===== src/rtl/multi_dataflow_job_sched.sv =====
// multi_dataflow_job_sched: FIFO job dispatcher with beat counting, drain wait and no-progress watchdog
module multi_dataflow_job_sched #(
  parameter int N_CONTEXT = 2,
  parameter int CTX_W = (N_CONTEXT > 1) ? $clog2(N_CONTEXT) : 1,
  parameter int CNT_W = 32,
  parameter int TMO_W = 16
) (
  input  logic             clk_i,
  input  logic             rst_ni,
  input  logic             clear_i,
  input  logic             push_valid_i,
  output logic             push_ready_o,
  input  logic [CTX_W-1:0] push_ctx_i,
  input  logic [CNT_W-1:0] push_limit_i,
  input  logic [TMO_W-1:0] tmo_limit_i,
  output logic             start_o,
  output logic [CTX_W-1:0] start_ctx_o,
  input  logic             out_valid_i,
  input  logic             out_ready_i,
  input  logic             engine_idle_i,
  output logic             abort_o,
  output logic             done_o,
  output logic [CTX_W-1:0] done_ctx_o,
  output logic             timeout_o,
  output logic             err_o,
  output logic             busy_o,
  output logic [CTX_W:0]   pending_o
);
  localparam int PW = CTX_W + 1;
  typedef enum logic [2:0] {S_IDLE, S_START, S_RUN, S_DRAIN, S_DONE, S_ABORT} state_t;
  state_t           r_state;
  logic [CTX_W-1:0] r_q_ctx [N_CONTEXT];
  logic [CNT_W-1:0] r_q_lim [N_CONTEXT];
  logic [CTX_W-1:0] r_wp, r_rp, r_ctx;
  logic [PW-1:0]    r_cnt;
  logic [CNT_W-1:0] r_lim, r_beat;
  logic [TMO_W-1:0] r_wdog;
  logic             r_start, r_done, r_abort, r_err;
  logic             w_push, w_pop, w_beat, w_hit;
  logic [TMO_W-1:0] w_wdog_inc;
  logic [CTX_W-1:0] w_wp_nxt, w_rp_nxt;

  assign push_ready_o = r_cnt != PW'(N_CONTEXT);
  assign w_push       = push_valid_i & push_ready_o;
  assign w_pop        = (r_state == S_IDLE) && (r_cnt != '0);
  assign w_beat       = out_valid_i & out_ready_i;
  // watchdog fires on the cycle the stall count would reach the live limit
  assign w_hit        = (tmo_limit_i != '0) && (r_wdog == tmo_limit_i - TMO_W'(1));
  assign w_wdog_inc   = (&r_wdog) ? r_wdog : r_wdog + TMO_W'(1);
  assign w_wp_nxt     = (r_wp == CTX_W'(N_CONTEXT - 1)) ? '0 : r_wp + CTX_W'(1);
  assign w_rp_nxt     = (r_rp == CTX_W'(N_CONTEXT - 1)) ? '0 : r_rp + CTX_W'(1);

  assign start_o     = r_start;
  assign done_o      = r_done;
  assign abort_o     = r_abort;
  assign timeout_o   = r_abort;
  assign err_o       = r_err;
  assign busy_o      = r_state != S_IDLE;
  assign pending_o   = r_cnt;
  assign start_ctx_o = r_ctx;
  assign done_ctx_o  = r_ctx;

  always_ff @(posedge clk_i) begin
    if (!rst_ni || clear_i) begin
      r_state <= S_IDLE;
      r_wp    <= '0;
      r_rp    <= '0;
      r_cnt   <= '0;
      r_ctx   <= '0;
      r_lim   <= '0;
      r_beat  <= '0;
      r_wdog  <= '0;
      r_start <= 1'b0;
      r_done  <= 1'b0;
      r_abort <= 1'b0;
      r_err   <= 1'b0;
    end else begin
      r_start <= 1'b0;
      r_done  <= 1'b0;
      r_abort <= 1'b0;
      if (w_push) begin
        r_q_ctx[r_wp] <= push_ctx_i;
        r_q_lim[r_wp] <= push_limit_i;
        r_wp          <= w_wp_nxt;
      end
      if (w_pop) r_rp <= w_rp_nxt;
      r_cnt <= r_cnt + PW'(w_push) - PW'(w_pop);
      case (r_state)
        S_IDLE: if (w_pop) begin
          r_ctx   <= r_q_ctx[r_rp];
          r_lim   <= r_q_lim[r_rp];
          r_beat  <= '0;
          r_wdog  <= '0;
          r_start <= 1'b1;
          r_state <= S_START;
        end
        S_START: r_state <= (r_lim == '0) ? S_DRAIN : S_RUN;
        S_RUN: if (w_beat) begin
          r_beat <= r_beat + CNT_W'(1);
          r_wdog <= '0;
          if (r_beat == r_lim - CNT_W'(1)) r_state <= S_DRAIN;
        end else if (w_hit) begin
          r_abort <= 1'b1;
          r_err   <= 1'b1;
          r_state <= S_ABORT;
        end else r_wdog <= w_wdog_inc;
        S_DRAIN: if (engine_idle_i) begin
          r_done  <= 1'b1;
          r_state <= S_DONE;
        end else if (w_hit) begin
          r_abort <= 1'b1;
          r_err   <= 1'b1;
          r_state <= S_ABORT;
        end else r_wdog <= w_wdog_inc;
        default: r_state <= S_IDLE;
      endcase
    end
  end
endmodule


===== config.mk =====
export PLATFORM = sky130hd
export DESIGN_NAME = multi_dataflow_job_sched
export DESIGN_NICKNAME = d
export VERILOG_FILES = /design/src/rtl/multi_dataflow_job_sched.sv
export SDC_FILE = /design/constraint.sdc
export NUM_CORES = 1
export LEC_CHECK = 0
export ABC_CLOCK_PERIOD_IN_PS = 7360
export BUFFER_PORTS_ARGS = -buffer_cell sky130_fd_sc_hd__buf_2
export CAP_MARGIN = 20
export CORE_MARGIN = 5
export CORE_UTILIZATION = 55
export DETAILED_ROUTE_END_ITERATION = 16
export HOLD_SLACK_MARGIN = 0.08
export PLACE_DENSITY = 0.74
export SLEW_MARGIN = 20
export SYNTH_ARGS = -nofsm -noshare
export SYNTH_HDL_FRONTEND = slang
export SYNTH_SLANG_ARGS = --single-unit

===== constraint.sdc =====
create_clock -name clk_i -period 7.36 [get_ports clk_i]
set_clock_uncertainty 0.05 [all_clocks]
set_input_delay 1.472 -clock clk_i [delete_from_list [all_inputs] [get_ports clk_i]]
set_output_delay 1.472 -clock clk_i [all_outputs]
set_load 0.01 [all_outputs]

==> results of run 1 <==
## worst paths after layout
| check | from | endpoint | slack (ps) | depth (start not counted) |
|---|---|---|---|---|
| worst max-delay path | tmo_limit_i[0] | r_wdog[8]$_SDFFE_PP0P_ | 3170 | 11 |
| worst min-delay path | err_o$_SDFFE_PP0P_ | err_o$_SDFFE_PP0P_ | 430 | 1 |
| worst max register to register | r_lim[0]$_SDFFE_PP0P_ | r_state[0]$_SDFFE_PP0P_ | 3920 | 10 |
| worst min register to register | err_o$_SDFFE_PP0P_ | err_o$_SDFFE_PP0P_ | 430 | 1 |
## cell type report
cell class / count / area share [%]
clock buffers: 18 / 4.826
flip-flops and latches: 158 / 43.01
clock inverters: 14 / 1.224
well taps: 184 / 2.589
inverters: 20 / 0.8582
multi-input cells: 588 / 43.53
repair buffers: 69 / 3.967
## power by group
part,switching [mW],leakage [nW],internal [mW]
clock,0.357,0.259,0.436
sequential,0.0333,1.34,0.937
combinational,0.220,1.49,0.153
total,0.610,3.09,1.53
## metal layers
layer	up-vias	track usage, %	share of wire (%)
met2	166	32.77	48
li1	3063	-	-
met3	21	4.011	4.9
met4	0	7.518	2.0
met1	2891	26.12	45
met5	-	0	0
## cell usage in the layout, fill, tap and decap left out, drive strengths merged, types with 3 or more instances in the layout
master | synthesis | layout
nor2 | 102 | 102
dfxtp | 92 | 92
buf | 8 | 69
edfxtp | 66 | 66
xnor2 | 51 | 51
nand2 | 40 | 40
xor2 | 37 | 37
mux2i | 36 | 36
a211oi | 36 | 36
a21oi | 32 | 32
nand3 | 28 | 28
nor3 | 26 | 26
o21ai | 25 | 25
inv | 20 | 24
nand4 | 20 | 20
or3 | 18 | 18
clkbuf | 31 | 18
and3 | 13 | 13
or4 | 12 | 12
nor4 | 11 | 11
nor2b | 9 | 9
nand2b | 8 | 8
clkinv | 0 | 8
ha | 6 | 6
and2 | 6 | 6
nor3b | 5 | 5
o211ai | 5 | 5
nand4b | 5 | 5
nor4b | 5 | 5
a22oi | 4 | 4
o31ai | 4 | 4
a211o | 4 | 4
a311oi | 4 | 4
or2 | 3 | 3
a31oi | 3 | 3
o2111ai | 3 | 3
a31o | 3 | 3
## kinds of logic (layout without fill, tap and decap cells)
logic type	Yosys count	after routing	synth area share [%]
AND/OR/NAND/NOR	319	319	21.52
XOR/XNOR	88	88	9.696
flip-flops	158	158	48.10
buffers and inverters	59	121	3.321
multiplexers	36	36	4.533
adder cells (fa/ha/maj)	6	6	0.9444
AO/OA/AOI/OAI	139	139	11.88
## metrics by stage
step | instance area (sq um) | utilization (%) | power, mW | hold slack (ps)
after floorplan | 7949 | - | 1.272 | 423.4
after global placement | 8354 | 58.14 | 1.344 | 397.1
after detailed placement | 8354 | 58.14 | 1.356 | 420.9
after CTS | 8892 | 61.89 | 2.148 | 435.4
after global routing | 8894 | 61.89 | 2.239 | 460.5
final | 8894 | 61.89 | 2.136 | 428.1
## state kept, by name, summed over array words and instances, names as in the netlist
| register | count |
|---|---|
| err_o | 1 |
| r_beat | 32 |
| start_o | 1 |
| r_wp | 1 |
| r_q_ctx | 2 |
| pending_o | 2 |
| r_rp | 1 |
| done_o | 1 |
| r_q_lim | 64 |
| r_lim | 32 |
| r_state | 3 |
| done_ctx_o | 1 |
| r_wdog | 16 |
| abort_o | 1 |
==> results.md, run 1 <==
Synth:
- By count the netlist is led by sky130_fd_sc_hd__nor2_1 (102), sky130_fd_sc_hd__dfxtp_1 (92), sky130_fd_sc_hd__edfxtp_1 (66), sky130_fd_sc_hd__xnor2_1 (51), sky130_fd_sc_hd__nand2_1 (40).
- After synthesis, the share of flip-flops with an asynchronous set or reset is 0%.
- The cell type with the largest total area after synthesis is sky130_fd_sc_hd__edfxtp_1.
- The top cell type by area accounts for 24.93% of the synthesized area.
- The most instantiated flip-flop cell in the synthesis netlist is sky130_fd_sc_hd__dfxtp_1.
- Sorting the synthesized cells by area gives the leading types as sky130_fd_sc_hd__edfxtp_1 (25%), sky130_fd_sc_hd__dfxtp_1 (23%), sky130_fd_sc_hd__xnor2_1 (5.6%), sky130_fd_sc_hd__nor2_1 (4.8%), sky130_fd_sc_hd__mux2i_1 (4.5%).
- Averaged over all synthesized cells, the footprint is 9.874 sq um.
- The number of nets handed over by synthesis was 867.
- The number of warning messages in the yosys log is 0.
- Among all cell types in the netlist, the one instantiated most often is sky130_fd_sc_hd__nor2_1.
- The synthesized netlist occupies a cell area of 7949 sq um.
- Synthesis inferred 158 register bits.
- The number of enable flip-flop cells after synthesis is 66.
- The unique cell type count in the Yosys netlist is 71.
- After synthesis, flip-flops and latches occupy 48.10% of the total area.
- The count of mapped cells out of synthesis is 805.

Placement:
- Prior to clock tree synthesis, the placed netlist has a worst setup slack of 2771 ps.
- The final weighted congestion of routability-driven global placement is 0.9491.
- Counting tap cells, the placed design contains a total of 1019 instances.
- The post-detailed-placement half-perimeter wirelength is 12.03 mm.
- The count of input and output buffers is 66.

CTS:
- The maximum buffer depth of the clock tree is 2.
- After clock tree synthesis, the clock-pin slew on the worst setup and hold paths is 60 ps.
- The clock net sink count is 158.
- The depth of the CTS H-tree is 4.
- The number of setup buffers added after CTS is 0.
- At the later pin of the worst-skew pair, clock insertion delay measures 420 ps.
- The root buffer cell is sky130_fd_sc_hd__clkbuf_16.
- TritonCTS built the clock tree.
- The total clock buffers created by CTS is 17.
- The number of cells upsized or downsized after cts is 0.
- Buffers inserted to repair hold after CTS numbered 0.

Timing:
- The maximum clock frequency is 238.6 MHz.
- After layout, the worst path uses 56.95% of the clock period.
- The number of hold-slack violations in the final timing report is 0.
- Setup violations remaining at the end of the flow were counted as 0.
- Setup total negative slack on the finished layout was measured at 0 ps.
- Headroom to the max-slew limit came out at 31.79%.
- Setup slack closes at 3169 ps.
- The final max-slew violation count was 0.
- For the pin with the worst max-slew slack, the measured transition is 1023 ps.
- Setup repair after global routing left no endpoint under its margin.
- The time the worst path needs with I/O delays and setup is 4191 ps.

Pwr:
- The worst ir drop on vdd is 0.2048 mV.
- The power density over the cells is 240.2 nW/um^2.
- The static leakage is 3.090 nW.

Floorplanning:
- The placeable core region is 14370 sq um.
- Row generation in the floorplan step produced 44 rows.
- The starting utilization of the core area is 55.32%.
- The number of primary I/O pins is 67.
- The chip height is 130.2 microns.
- The die area is 16960 sq um.
- The die width is 130.2 microns.

Final layout:
- The multi-input combinational cells in the finished layout cover a total of 3871 sq um.
- The number of non-filler instances in the completed layout is 1051.
- The share of cells above drive strength 1 is 13.96%.
- For this run, the post-layout net count is 916.
- The number of inserted diodes is 0.
- The area used by sequential logic in the layout is 3825 sq um.
- Fill cells in the final layout number 1172.
- Relative to the synthesized area, the layout overhead comes to 11.88%.

Route:
- The post-detailed-route via-to-cell ratio is 5.843.
- The number of routed nets with antenna violations is 0.
- The routed design has 16.58 mm of wire.
- In this run, the number of DRC markers left after iteration 0 of detailed routing was 340.
- The wire length per cell after detailed routing is 15.78 microns.
- The total vias in the final route is 6141.
- The DRC violation count after routing is 0.
- The first detailed-routing pass ran for 5 iterations.

GRT:
- The via count of the first global-routing pass is 5689.
- The number of antenna violations at the first check in global routing is 0.
- The largest net degree at the start of global routing is 69.
- In the global route stage, overall resource usage came out at 19.95%.
- The first global-routing pass estimated 27.17 mm of wire.
- Global routing finished with a remaining overflow of 0.

Critical path:
- For this design, the slowest cell found on the critical path is sky130_fd_sc_hd__or4b_1.
- By startpoint and endpoint, the worst setup path is classified as input port to register.
- The data arrival at the endpoint of the critical path is 4500 ps.
- The signal on the critical path passes through buf_2 -> inv_1 -> ha_1 -> or4b_1 -> or3_1 -> o311ai_0 -> nand4_1 -> nand4b_2 -> nand3_2 -> or4_1 -> nand2_1.
- The data required time of the worst path is 7670 ps.
- In this run the worst path has a maximum fanout of 15.
- On the critical path the largest part of the delay comes from simple AND/OR/NAND/NOR gates.
- On the worst path, the slowest cell contributes a delay of 540 ps.
- Counting both buffers and inverters, the worst setup path holds a total of 2.
- The type of element capturing the critical path is a register.
- STA classifies the critical path startpoint as an input port.

Flow run:
- Across the run, the number of max-cap violations was 0.

Run status:
- The flow ran to the end, and the final reports show no timing, DRC or antenna violations.

Worst hold path:
- The type of the tightest min-delay check is register to register.
Note: power is estimated with default switching activity, not from simulation.
==> run 2: changes to the inputs <==
ABC_CLOCK_PERIOD_IN_PS = 3500   (was 7360)
CORE_UTILIZATION = 54   (was 55)
PLACE_DENSITY = 0.76   (was 0.74)
clock period = 3.5 ns   (was 7.36 ns; I/O delays follow)
==> results.md, run 2 (same netlist as run 1, synthesis figures left out) <==
CTS:
- Post-CTS repair changed the size of 0 cells.
- The tree built by TritonCTS fans out to 158 sinks.
- The longest clock path from root to sink contains 2 buffers.
- In this run the post-CTS setup repair buffer count came out at 0.
- The TritonCTS clock tree is built.
- The root buffer cell is sky130_fd_sc_hd__clkbuf_16.
- The clock network latency to the later pin of the worst-skew pair is 430 ps.
- The depth of the CTS H-tree is 4.
- The number of buffers inserted by hold repair at cts is 0.
- The total clock buffers created by CTS is 17.
- Clock-pin slew was measured on the worst setup and hold paths at 60 ps.

GRT:
- The via count of the first global-routing pass is 5823.
- The number of antenna violations at the first check in global routing is 0.
- Entering global routing, the biggest net connects 68 pins.
- The total global routing overflow is 0.
- The first global-routing pass estimated 27.99 mm of wire.
- In the global route stage, overall resource usage came out at 19.39%.

Final layout:
- The library cell used most frequently in the layout, excluding fill and tap cells, is sky130_fd_sc_hd__nor2_1.
- In the layout the commonest cells are sky130_fd_sc_hd__nor2_1 (102), sky130_fd_sc_hd__dfxtp_1 (91), sky130_fd_sc_hd__buf_2 (66), sky130_fd_sc_hd__edfxtp_1 (66), sky130_fd_sc_hd__xnor2_1 (51).
- The number of antenna diodes in the final layout is 0.
- Of the cells placed in the final design, the portion with a size suffix greater than 1 is 16.91%.
- The final layout contains 948 nets.
- The flip-flop count of the largest register after layout is 64.
- The largest registers in the layout are r_q_lim x64, r_beat x32, r_lim x32.
- Cells fill 63.37% of the core in the end.
- The register with the most flip-flops is r_q_lim.
- The number of filler instances in the final layout is 1191.
- The area overhead of the layout relative to synthesis is 15.43%.
- Once layout is complete, the cells apart from fillers number 1083.

Run status:
- The run finished with clean final reports.

Floorplanning:
- The die area is 17250 sq um.
- The row count is 44.
- In this run the standard cell core region covers 14480 sq um.
- The die is 131.3 microns tall.
- The starting utilization of the core area is 54.90%.
- For this design the top-level I/O count stands at 67.
- The floorplan step set the die width to 131.3 microns.

Critical path:
- The number of buffers and inverters on the critical path is 2.
- Following the worst setup path forward leads to its endpoint at r_state[0]$_SDFFE_PP0P_.
- In this run the number of cells on the critical path is 11.
- The sort of element at the start of the critical path is a register.
- The slowest library cell on the worst path is sky130_fd_sc_hd__or4b_2.
- At the worst endpoint, the required time is 3810 ps.
- The critical register-to-register path endpoint is r_state[0]$_SDFFE_PP0P_.
- The depth of the most critical reg-to-reg path is 11.
- The worst register-to-register path has a setup slack of 290 ps.
- For the worst setup path, the data arrival time is 3520 ps.
- In this design, the stage delay of the slowest critical-path cell is 660 ps.
- The type of element capturing the critical path is a register.
- In this run the critical register-to-register path is launched from r_lim[1]$_SDFFE_PP0P_.
- The cell family contributing the most delay on the critical path is simple AND/OR/NAND/NOR gates.
- The critical-path maximum fanout is 7.
- The critical path start-end classification is register to register.
- By instance count, the cell type seen most on the critical path is sky130_fd_sc_hd__nand4_1.
- The first element of the critical path is r_lim[1]$_SDFFE_PP0P_.
- Traced cell by cell, the critical path runs through inv_1 -> ha_1 -> nor4b_2 -> buf_4 -> nand4_1 -> xnor2_1 -> or4b_2 -> or4_1 -> nor4_2 -> nand4_1 -> a21oi_1.

Route:
- The number of routed nets with antenna violations is 0.
- The routed wire length is 16.74 mm.
- For this block, the initial DRC count from the detailed router was 416.
- The DRC violation count after routing is 0.
- Dividing the detail-routed via count by the number of cells gives 5.744.
- The total vias in the final route is 6221.
- In the final routed layout, each cell accounts on average for 15.46 microns.
- The number of detailed-routing iterations run before antenna repair is 4.

Pwr:
- Total power for the finished layout comes to 4.652 mW.
- Power spread over the standard cell area amounts to 507.0 nW/um^2.
- The proportion of power drawn by the clock network is 38.2%.
- Combinational cells account for 18.0% of the total power.
- Internal power comes to 3.376 mW.
- The static leakage is 3.263 nW.
- The sequential power share is 43.8%.
- The power dissipated by switching net loads is 1.275 mW.
- Of the total power, the share spent switching nets is 27.41%.
- Across the VDD grid, the largest voltage drop is 0.4343 mV.

Placement:
- During placement, the flow inserted port buffers numbering 66.
- The final weighted congestion of routability-driven global placement is 0.9173.
- The placed cell count is 1050.
- The post-detailed-placement half-perimeter wirelength is 11.88 mm.
- At the placement stage, the worst setup path has a slack of -29.00 ps.

Timing:
- Setup violations remaining at the end of the flow were counted as 0.
- The final worst hold slack is 409.5 ps.
- The maximum clock frequency is 311.5 MHz.
- The max-slew headroom at the worst pin is 28.72%.
- After layout, the worst path uses 91.71% of the clock period.
- The final max-slew violation count was 0.
- Setup repair after global routing left no endpoint under its margin.
- The time the worst path needs with I/O delays and setup is 3210 ps.
- The slew of the pin with the lowest slew margin is 1069 ps.
- Setup slack closes at 290.2 ps.
- The number of hold-slack violations in the final timing report is 0.

Worst hold path:
- The type of the tightest min-delay check is input port to register.

Flow run:
- The max capacitance violation total is 0.
==> run 2: changes by cell type in the layout (fill, tap and decap cells not counted), sizes merged <==
cell / change
clkbuf: +1
clkinv: -1
inv: -2
bufinv: +2
buf: +32
==> run 2: power groups by stage <==
stage | Clock (mW) | Combinational, mW | Sequential (mW)
6_report | 1.78 | 0.838 | 2.04
3_3_place_gp | 0 | 0.805 | 2.07
4_1_cts | 1.81 | 0.830 | 2.04
5_1_grt | 1.89 | 0.928 | 2.04
3_5_place_dp | 0 | 0.818 | 2.08
2_1_floorplan | 0 | 0.625 | 2.05
==> run 2: worst min path at each step <==
stage / from / end / slack, ps / cells after the start
floorplan: r_beat[1]$_SDFFE_PP0P_ / r_beat[1]$_SDFFE_PP0P_ / 420 / 2
global placement: err_o$_SDFFE_PP0P_ / err_o$_SDFFE_PP0P_ / 390 / 1
detailed placement: err_o$_SDFFE_PP0P_ / err_o$_SDFFE_PP0P_ / 400 / 1
CTS: push_limit_i[11] / r_q_lim[1][11]$_DFFE_PP_ / 390 / 1
global route: push_limit_i[11] / r_q_lim[1][11]$_DFFE_PP_ / 400 / 1
finish: push_limit_i[11] / r_q_lim[1][11]$_DFFE_PP_ / 410 / 1
==> run 2: routing by layer <==
metal	global-route usage, %	routed length [microns]	vias up
li1	-	-	3124
met1	24.93	7593	2915
met2	32.39	8037	154
met3	4.052	762	28
met4	7.086	348	0
met5	0	0	-
==> run 2: stage by stage <==
step | instance area, sq um | setup TNS [ps]
after floorplan | 7949 | -31990
after global placement | 8587 | 0
after detailed placement | 8587 | -54.82
after CTS | 9160 | 0
after global routing | 9175 | 0
final | 9175 | 0
==> run 2: area by class of cell <==
type / instances / area (sq um) / area share, %
Multi-Input combinational cell: 588 / 3871 / 42.19
Sequential cell: 158 / 3825 / 41.69
Timing Repair Buffer: 101 / 600.6 / 6.546
Clock buffer: 19 / 432.9 / 4.718
Tap cell: 184 / 230.2 / 2.509
Clock inverter: 13 / 140.1 / 1.527
Inverter: 20 / 75.07 / 0.8182
==> run 3: changes to the inputs <==
RECOVER_POWER = 25   (was default)
==> results.md, run 3 (same netlist as run 1, synthesis figures left out) <==
CTS:
- The root buffer cell is sky130_fd_sc_hd__clkbuf_16.
- The TritonCTS clock tree is built.
- Counting every sink on the clock net gives 158.
- Counting the buffers created by CTS gives 17.
- The H-tree generated during clock tree synthesis spans 4 levels.
- The clock-pin transition on the worst setup and hold timing paths is 60 ps.
- In this run, post-CTS repair resized a total of 0 instances.
- The maximum buffer depth of the clock tree is 2.
- For the worst-skew pair, the clock arrives at the later sink with an insertion delay of 420 ps.
- The number of setup buffers added after CTS is 0.
- The number of hold buffers added after CTS was 0.

Placement:
- The setup slack at placement is -29.00 ps.
- The final weighted congestion of routability-driven global placement is 0.9173.
- The placed cell count is 1050.
- The count of input and output buffers is 66.
- The post-detailed-placement half-perimeter wirelength is 11.88 mm.
- The cell area reported after detailed placement is 8587 sq um.

Final layout:
- The top cell types in the final layout, fill and taps aside, are sky130_fd_sc_hd__nor2_1 (102), sky130_fd_sc_hd__dfxtp_1 (91), sky130_fd_sc_hd__edfxtp_1 (66), sky130_fd_sc_hd__buf_2 (61), sky130_fd_sc_hd__xnor2_1 (51).
- The flip-flop count of the largest register after layout is 64.
- The most common cell after layout, fill and taps aside is sky130_fd_sc_hd__nor2_1.
- The area of all placed cells without fillers is 9169 sq um.
- The number of inserted diodes is 0.
- The share of cells above drive strength 1 is 16.35%.
- Compared with the post-synthesis result, the final layout area differs by 15.35%.
- In the final layout, the registers with the most flip-flops are r_q_lim x64, r_beat x32, r_lim x32.
- The net count reported at finish is 948.
- Cells fill 63.33% of the core in the end.
- The register with the most flip-flops is r_q_lim.
- Leaving out filler cells and counting taps, the final layout contains 1083.

Critical path:
- The critical path goes through inv_1 -> ha_1 -> nor4b_2 -> buf_4 -> nand4_1 -> xnor2_1 -> or4b_2 -> or4_1 -> nor4_2 -> nand4_1 -> a21oi_1.
- The most numerous cell type found on the critical path is sky130_fd_sc_hd__nand4_1.
- In this run the worst setup path terminates at r_state[0]$_SDFFE_PP0P_.
- The type of element capturing the critical path is a register.
- For flop-to-flop paths, the worst setup slack is 290 ps.
- The depth of the most critical reg-to-reg path is 11.
- The startpoint of the worst-slack reg-to-reg timing path is r_lim[1]$_SDFFE_PP0P_.
- At the worst endpoint, the arrival time is 3520 ps.
- The critical-path maximum fanout is 7.
- STA classifies the critical path startpoint as a register.
- The critical path in this run is classified as register to register.
- The largest incremental delay on the critical path is 660 ps.
- The first element of the critical path is r_lim[1]$_SDFFE_PP0P_.
- The slowest library cell on the worst path is sky130_fd_sc_hd__or4b_2.
- In this run the critical register-to-register path is captured at r_state[0]$_SDFFE_PP0P_.
- Data on the critical path is required at its endpoint by 3810 ps.

Timing:
- The part of the cycle the worst path needs is 91.75%.
- Setup repair after global routing left no endpoint under its margin.
- The final max-slew violation count is 0.
- The final worst hold slack is 409.8 ps.
- The max-slew headroom at the worst pin is 28.70%.
- The number of hold-slack violations in the final timing report was 0.
- For the finished layout, the period the worst path requires is 3211 ps.
- The maximum clock frequency is 311.4 MHz.
- The final setup violation count is 0.
- At the pin with the least slew margin, the transition time is 1069 ps.
- The final setup TNS is 0 ps.
- The least setup slack across all paths after layout is 288.6 ps.

GRT:
- The number of antenna violations at the first check in global routing is 0.
- The wire length of the first global-routing pass is 27.99 mm.
- For this run, the total global-route usage over all layers was measured as 19.39%.
- The largest net degree at the start of global routing is 68.
- The total overflow left after global routing is 0.
- The via count of the first global-routing pass was 5823.

Route:
- The number of routed nets with antenna violations is 0.
- The wire length per cell after detailed routing is 15.45 microns.
- The first TritonRoute pass finished after 4 iterations.
- The routed layout has 6224 vias.
- The routed wire length is 16.74 mm.
- The post-detailed-route via-to-cell ratio is 5.747.
- In the routed design, unresolved DRC markers number 0.
- For this block, the initial DRC count from the detailed router was 380.

Flow run:
- Max-cap violations in this run came to 0.

Worst hold path:
- The startpoint identified for the worst hold timing path is push_limit_i[11].
- The min-delay analysis places its worst path in the category input port to register.

Pwr:
- The static leakage is 3.250 nW.
- The worst ir drop on vdd is 0.4342 mV.
- The overall power of the completed layout is 4.649 mW.
- The power density over the cells is 507.1 nW/um^2.

Floorplanning:
- The core region is 14480 sq um.
- Measured along the x axis, the die boundary spans 131.3 microns.
- The chip height is 131.3 microns.
- Once the floorplan was initialized, standard cells occupied 54.90% of the core.
- 67 I/O pins were placed.
- The floorplan step defined a die boundary enclosing 17250 sq um.
- In this run the core area contains 44 standard-cell rows.

Run status:
- The run finished with clean final reports.
## run 3: per-layer routing
metal	up-vias	GRT usage (%)	share of wire, %	wire length [microns]
met5	-	0	0	0
met4	0	7.086	2.0	342
met3	26	4.052	5.0	845
met2	151	32.39	48	8034
met1	2926	24.93	45	7514
li1	3121	-	-	-
## run 3: final cells by class
cell class,count,area [sq um]
Fill cell,1195,5310
Inverter,20,75.07
Timing Repair Buffer,101,594.3
Tap cell,184,230.2
Multi-Input combinational cell,588,3871
Clock buffer,19,432.9
Sequential cell,158,3825
Clock inverter,13,140.1
## run 3: how the worst min path moves through the flow
| stage | endpoint | slack, ps | cells past startpoint |
|---|---|---|---|
| after global routing | r_q_lim[1][11]$_DFFE_PP_ | 400 | 1 |
| final | r_q_lim[0][11]$_DFFE_PP_ | 410 | 1 |
| after floorplan | r_beat[1]$_SDFFE_PP0P_ | 420 | 2 |
| after CTS | r_q_lim[1][11]$_DFFE_PP_ | 390 | 1 |
| after global placement | err_o$_SDFFE_PP0P_ | 390 | 1 |
| after detailed placement | err_o$_SDFFE_PP0P_ | 400 | 1 |
## run 3: report_power, final
| part | internal [mW] | switching (mW) |
|---|---|---|
| Sequential | 1.97 | 0.0673 |
| Combinational | 0.355 | 0.482 |
| Clock | 1.05 | 0.724 |
## run 3: critical path, delay by kind of cell, from the launching register on
family          cells  cell delay [ps]
xor+xnor            1              160
simple gates        6             1980
buf+inv             2              240
fa+ha+maj           1              240
compound gates      1              170
flops               1              310
